--- src/rtl/pool2d_stream.sv ---
// pool2d_stream: windowed max/avg pooling from the CONV BRAM into the POOL BRAM.
// Define POOL2D_RELU_EN to clamp negative pooled results to zero.
module pool2d_stream #(
    parameter int DATA_WIDTH = 16,
    parameter int CHANNELS   = 8,
    parameter int IN_H       = 28,
    parameter int IN_W       = 28,
    parameter int POOL       = 2,
    parameter int STRIDE     = 2,
    parameter int MODE       = 0,
    parameter int RD_LAT     = 1,
    localparam int OUT_H     = (IN_H - POOL) / STRIDE + 1,
    localparam int OUT_W     = (IN_W - POOL) / STRIDE + 1,
    localparam int CONV_N    = CHANNELS * IN_H * IN_W,
    localparam int POOL_N    = CHANNELS * OUT_H * OUT_W,
    localparam int CONV_AW   = (CONV_N > 1) ? $clog2(CONV_N) : 1,
    localparam int POOL_AW   = (POOL_N > 1) ? $clog2(POOL_N) : 1
) (
    input  logic                         clk,
    input  logic                         reset,
    input  logic                         start,
    output logic [CONV_AW-1:0]           conv_addr,
    output logic                         conv_en,
    input  logic signed [DATA_WIDTH-1:0] conv_q,
    output logic [POOL_AW-1:0]           pool_addr,
    output logic                         pool_en,
    output logic                         pool_we,
    output logic signed [DATA_WIDTH-1:0] pool_d,
    output logic                         busy,
    output logic                         done
);

    localparam int KK     = POOL * POOL;
    localparam int LOG_KK = $clog2(KK);
    localparam int ACC_W  = DATA_WIDTH + LOG_KK;
    localparam int K_W    = $clog2(POOL + 1);
    localparam int CH_W   = $clog2(CHANNELS + 1);
    localparam int R_W    = $clog2(OUT_H + 1);
    localparam int C_W    = $clog2(OUT_W + 1);

    generate
        if ((MODE == 1 && (KK & (KK - 1)) != 0) || POOL < 1 || POOL > 8 ||
            STRIDE < 1 || STRIDE > POOL || RD_LAT < 1 || RD_LAT > 2) begin : g_bad_cfg
            $error("pool2d_stream: unsupported parameter combination");
        end
    endgenerate

    typedef enum logic [2:0] {
        S_IDLE,
        S_ISSUE,
        S_DRAIN,
        S_WRITE,
        S_FINISH
    } state_t;

    state_t                  state_q, state_d;
    logic [CH_W-1:0]         ch_q, ch_d;
    logic [R_W-1:0]          r_q, r_d;
    logic [C_W-1:0]          c_q, c_d;
    logic [K_W-1:0]          i_q, i_d;
    logic [K_W-1:0]          j_q, j_d;
    logic                    lat_q, lat_d;
    logic [RD_LAT-1:0]       vld_q, vld_d;
    logic [RD_LAT-1:0]       fst_q, fst_d;
    logic signed [ACC_W-1:0] acc_q, acc_d;
    logic signed [ACC_W-1:0] smp;
    logic signed [DATA_WIDTH-1:0] res;
    logic                    issue;

    always_comb begin
        state_d = state_q;
        ch_d    = ch_q;
        r_d     = r_q;
        c_d     = c_q;
        i_d     = i_q;
        j_d     = j_q;
        lat_d   = lat_q;
        unique case (state_q)
            S_IDLE: begin
                if (start) state_d = S_ISSUE;
            end
            S_ISSUE: begin
                if (j_q == K_W'(POOL - 1)) begin
                    j_d = '0;
                    if (i_q == K_W'(POOL - 1)) begin
                        i_d     = '0;
                        state_d = S_DRAIN;
                    end else begin
                        i_d = i_q + K_W'(1);
                    end
                end else begin
                    j_d = j_q + K_W'(1);
                end
            end
            S_DRAIN: begin
                if (lat_q == 1'(RD_LAT - 1)) begin
                    lat_d   = 1'b0;
                    state_d = S_WRITE;
                end else begin
                    lat_d = 1'b1;
                end
            end
            S_WRITE: begin
                state_d = S_ISSUE;
                if (c_q == C_W'(OUT_W - 1)) begin
                    c_d = '0;
                    if (r_q == R_W'(OUT_H - 1)) begin
                        r_d = '0;
                        if (ch_q == CH_W'(CHANNELS - 1)) begin
                            ch_d    = '0;
                            state_d = S_FINISH;
                        end else begin
                            ch_d = ch_q + CH_W'(1);
                        end
                    end else begin
                        r_d = r_q + R_W'(1);
                    end
                end else begin
                    c_d = c_q + C_W'(1);
                end
            end
            S_FINISH: begin
                state_d = S_IDLE;
            end
            default: begin
                state_d = S_IDLE;
            end
        endcase
    end

    // Tags travel with each read so the fold knows which sample opens a window.
    always_comb begin
        issue    = (state_q == S_ISSUE);
        vld_d    = vld_q << 1;
        vld_d[0] = issue;
        fst_d    = fst_q << 1;
        fst_d[0] = issue && (i_q == '0) && (j_q == '0);
        smp      = ACC_W'(conv_q);
        acc_d    = acc_q;
        if (vld_q[RD_LAT-1]) begin
            if (fst_q[RD_LAT-1]) begin
                acc_d = smp;
            end else if (MODE == 1) begin
                acc_d = acc_q + smp;
            end else if (smp > acc_q) begin
                acc_d = smp;
            end
        end
    end

    always_comb begin
        if (MODE == 1) begin
            res = DATA_WIDTH'(acc_q >>> LOG_KK);
        end else begin
            res = DATA_WIDTH'(acc_q);
        end
`ifdef POOL2D_RELU_EN
        pool_d = res[DATA_WIDTH-1] ? '0 : res;
`else
        pool_d = res;
`endif
        conv_en   = (state_q == S_ISSUE);
        pool_en   = (state_q == S_WRITE);
        pool_we   = (state_q == S_WRITE);
        busy      = (state_q != S_IDLE);
        done      = (state_q == S_FINISH);
        conv_addr = CONV_AW'((32'(ch_q) * IN_H + 32'(r_q) * STRIDE + 32'(i_q)) * IN_W
                             + 32'(c_q) * STRIDE + 32'(j_q));
        pool_addr = POOL_AW'((32'(ch_q) * OUT_H + 32'(r_q)) * OUT_W + 32'(c_q));
    end

    always_ff @(posedge clk) begin
        if (reset) begin
            state_q <= S_IDLE;
            ch_q    <= '0;
            r_q     <= '0;
            c_q     <= '0;
            i_q     <= '0;
            j_q     <= '0;
            lat_q   <= 1'b0;
            vld_q   <= '0;
            fst_q   <= '0;
            acc_q   <= '0;
        end else begin
            state_q <= state_d;
            ch_q    <= ch_d;
            r_q     <= r_d;
            c_q     <= c_d;
            i_q     <= i_d;
            j_q     <= j_d;
            lat_q   <= lat_d;
            vld_q   <= vld_d;
            fst_q   <= fst_d;
            acc_q   <= acc_d;
        end
    end

endmodule
--- config.mk ---
export PLATFORM = sky130hd
export DESIGN_NAME = pool2d_stream
export DESIGN_NICKNAME = d
export VERILOG_FILES = /design/src/rtl/pool2d_stream.sv
export SDC_FILE = /design/constraint.sdc
export NUM_CORES = 1
export LEC_CHECK = 0
export CELL_PAD_IN_SITES_DETAIL_PLACEMENT = 2
export CELL_PAD_IN_SITES_GLOBAL_PLACEMENT = 2
export CORE_MARGIN = 8
export CORE_UTILIZATION = 33
export DETAILED_ROUTE_END_ITERATION = 10
export HOLD_SLACK_MARGIN = 0.15
export PLACE_DENSITY = 0.82
export SYNTH_ARGS = -nofsm -noshare
export SYNTH_HDL_FRONTEND = slang
export SYNTH_SLANG_ARGS = --single-unit
--- constraint.sdc ---
create_clock -name clk -period 5.4 [get_ports clk]
set_clock_uncertainty 0.15 [all_clocks]
set_input_delay 0.54 -clock clk [delete_from_list [all_inputs] [get_ports clk]]
set_output_delay 0.54 -clock clk [all_outputs]
set_load 0.02 [all_outputs]
==> metrics.md, run 1 <==
| Metric | Value |
|---|---|
| Synth area leader | `dfxtp_1` |
| Initial detailed-routing violation count | `126` |
| Clock slew at reported path FFs | `roughly 0.060 ns` |
| Final period util | `1.04` |
| DRC | `0` |
| Most used flip-flop cell after synthesis | `dfxtp_1` |
| Peak supply drop | `0.115 mV` |
| Tmin final | `5.63 ns` |
| # diodes | `0` |
| Syn Nets | `572` |
| Util after Layout | `0.485` |
| Setup ws final | `-0.234 ns` |
| Dpl hpwl | `between 10 and 15 mm` |
| Total power | `0.814 mW` |
| Crit start category | `flop` |
| Post-synth EDFFs | `0` |
| CTS Buf Count | `5` |
| Worst setup EP type | `output pin` |
| Ys async rst share | `0` |
| CTS tree | `built` |
| Crit path cell chain | `fa_1, ha_2, buf_4, a21oi_1, o21bai_1, xor2_2, buf_4, xor2_2, inv_1, fa_1, inv_1, ha_4, or4b_4, nand3_2, and2_4, nand3_1, xnor2_1, buf_4` |
| Commonest non-fill, non-tap cell in the layout | `buf_4` |
| CP max stage cell | `fa_1` |
| Site Rows | `between 40 and 50` |
| Slew Limit Headroom | `0.473` |
| Aggregate global-route resource usage | `0.183` |
| # nets final | `697` |
| LEAKAGE | `approximately 2.9 nW` |
| WL/cell | `22.4 um` |
| CP max stage delay | `0.61 ns` |
| Mapped Area | `4130 um2` |
| I/O pins | `64` |
| CP Data Arrival Time | `about 4.9 ns` |
| Sink Count | `37` |
| Synth warnings | `0` |
| Reg2reg setup slack | `2.71 ns` |
| Largest net degree at the start of global routing | `54` |
| Final Max Tran Viols | `0` |
| Die height | `around 130 um` |
| Final hold vios | `0` |
| Grt ovf | `0` |
| Drt pass-1 iters | `4` |
| HP Class | `flop to flop` |
| Fraction of layout cells with a size suffix above 1 | `0.263` |
| Crit path required time | `4.71 ns` |
| Sequential area share after synthesis | `0.179` |
| Final ANT Viol Nets | `0` |
| Starting density of the core | `0.332` |
| Final setup viols | `8` |
| Final Non-Filler Cells | `772` |
| Avg Inst Size Synth | `8.71 um2` |
| Multi-input logic area | `3550 um2` |
| FF/Latch Area | `746 um2` |
| Synthesized flop and latch total | `37` |
| Via count | `3996` |
| CORE AREA | `12400 um2` |
| Die area | `16300 um2` |
| Root Driver | `clkbuf_16` |
| Port Buffers | `between 60 and 70` |
| Vias per inst | `5.18` |
| DIE WIDTH | `128 um` |
| Max-cap viol count | `0` |
| RSZ-0062 raised after global routing | `yes` |
| Initial antenna violation count | `0` |
| Area contributors post-synth | `dfxtp_1 (18%), ha_1 (16%), fa_1 (13%)` |
| Most frequent cells in the layout | `buf_4 (72), clkdlybuf4s50_1 (52), inv_1 (48)` |
| Synth cell types | `54` |
| Cell mode on critical path | `buf_4` |
| Synthesis-to-finish area growth | `45.8%` |
| First-pass GRT wire length | `between 20 and 25 mm` |
| Critical setup path kind | `flop to output pin` |
| Status | `finished, violations left` |
| Crit Path Max Fanout | `3` |
| Vias in the first global route | `between 4000 and 5000` |
| FILL cells | `1344` |
| Clock Tree Buf Depth | `2` |
| Fmax | `about 180 MHz` |
| Yosys top cell area share | `0.179` |
| Mapped Cells | `474` |
| Clk_lat worst skew | `0.29 ns` |
| Slew @ Worst Pin | `0.791 ns` |
| Pwr Density | `135 nW/um2` |
| GP Congestion | `around 0.8` |
| Total Routed Length | `roughly 17 mm` |
| Placed Cells | `around 750` |
| Violated checks | `setup timing` |
| CTS H-tree lvls | `2` |
## flip-flops by register name (all words and copies together), names as in the netlist
signal	cells
state_q	3
j_q	2
vld_q	1
r_q	4
i_q	2
fst_q	1
acc_q	16
c_q	4
ch_q	4
## layout make-up
type	instances	area share
flip-flops and latches	37	0.124
inverters	53	0.0331
well taps	172	0.0358
clock buffers	5	0.0208
repair buffers	130	0.185
multi-input cells	372	0.590
clock inverters	3	0.0114
## cell families after synthesis
group,count (synthesis),synth area share
muxes,19,0.0461
AOI/OAI and AO/OA,79,0.127
xor gates and xnor gates,45,0.0955
DFF,37,0.179
adders and majority gates,79,0.289
buffers and inverters,65,0.0661
and+or+nand+nor,150,0.197
## final timing paths
path         startpoint       endpoint  cells after the start
min            acc_q[6]       acc_q[6]                      2
max reg2reg   acc_q[16]       acc_q[7]                      8
max             ch_q[2]  conv_addr[11]                     18
min reg2reg    acc_q[6]       acc_q[6]                      2
## report_power, final
| part | switching [mW] | internal [mW] | leakage [nW] |
|---|---|---|---|
| Combinational | 0.0648 | 0.0630 | 2.47 |
| Sequential | 0.00949 | 0.282 | 0.301 |
| Clock | 0.128 | 0.267 | 0.0944 |
## timing repair
item	4_1_cts	5_1_grt
buffers inserted	4	7
gates resized for setup	45	81
pin swaps	3	35
hold buffers	0	0
endpoints found under the setup margin	10	11
## layer usage
metal | vias up | track usage | routed length [um]
met2 | 95 | 0.371 | 9750
met5 | - | 0 | 0
met1 | 2018 | 0.187 | 6410
met4 | 0 | 0.0531 | 666
li1 | 1839 | - | -
met3 | 44 | 0.0237 | 500
## synth_stat cells, types with 3 or more instances
cell	instances
a211oi_1	5
a21o_1	9
a21oi_1	28
a31oi_1	3
and2_1	4
buf_4	3
clkbuf_1	7
dfxtp_1	37
fa_1	27
ha_1	52
inv_1	53
mux2i_1	19
nand2_1	22
nand2b_1	35
nand3_1	8
nand4_1	8
nor2_1	35
nor2b_1	6
nor3_1	8
nor3b_1	3
nor4_1	3
o211ai_1	4
o21ai_0	11
o21bai_1	4
or3_1	4
xnor2_1	29
xor2_1	16
## critical path, delay by kind of cell, from the launching register on
family	cells	cell delay [ns]
AO/OA/AOI/OAI	2	0.36
XOR/XNOR	3	0.71
adder cells (fa/ha/maj)	4	1.65
buffers and inverters	5	0.70
flip-flops	1	0.37
AND/OR/NAND/NOR	4	0.88
## stage by stage
stage	hold slack [ns]	TNS, ns	setup slack (ns)	instance area, um2
after floorplan	0.302	0	0.0920	4130
after global placement	0.325	-0.174	-0.0975	5320
after detailed placement	0.344	-1.54	-0.276	5320
after CTS	0.353	0	0.00515	5600
after global routing	0.377	-1.92	-0.315	6020
final	0.350	-0.805	-0.234	6020
Power figures use the tool's default switching activity.
==> run 2: changes to the inputs <==
CTS_CLUSTER_SIZE = 20   (was not set)
==> results of run 2 <==
Final layout, timing and power as in run 1 (identical DEF).
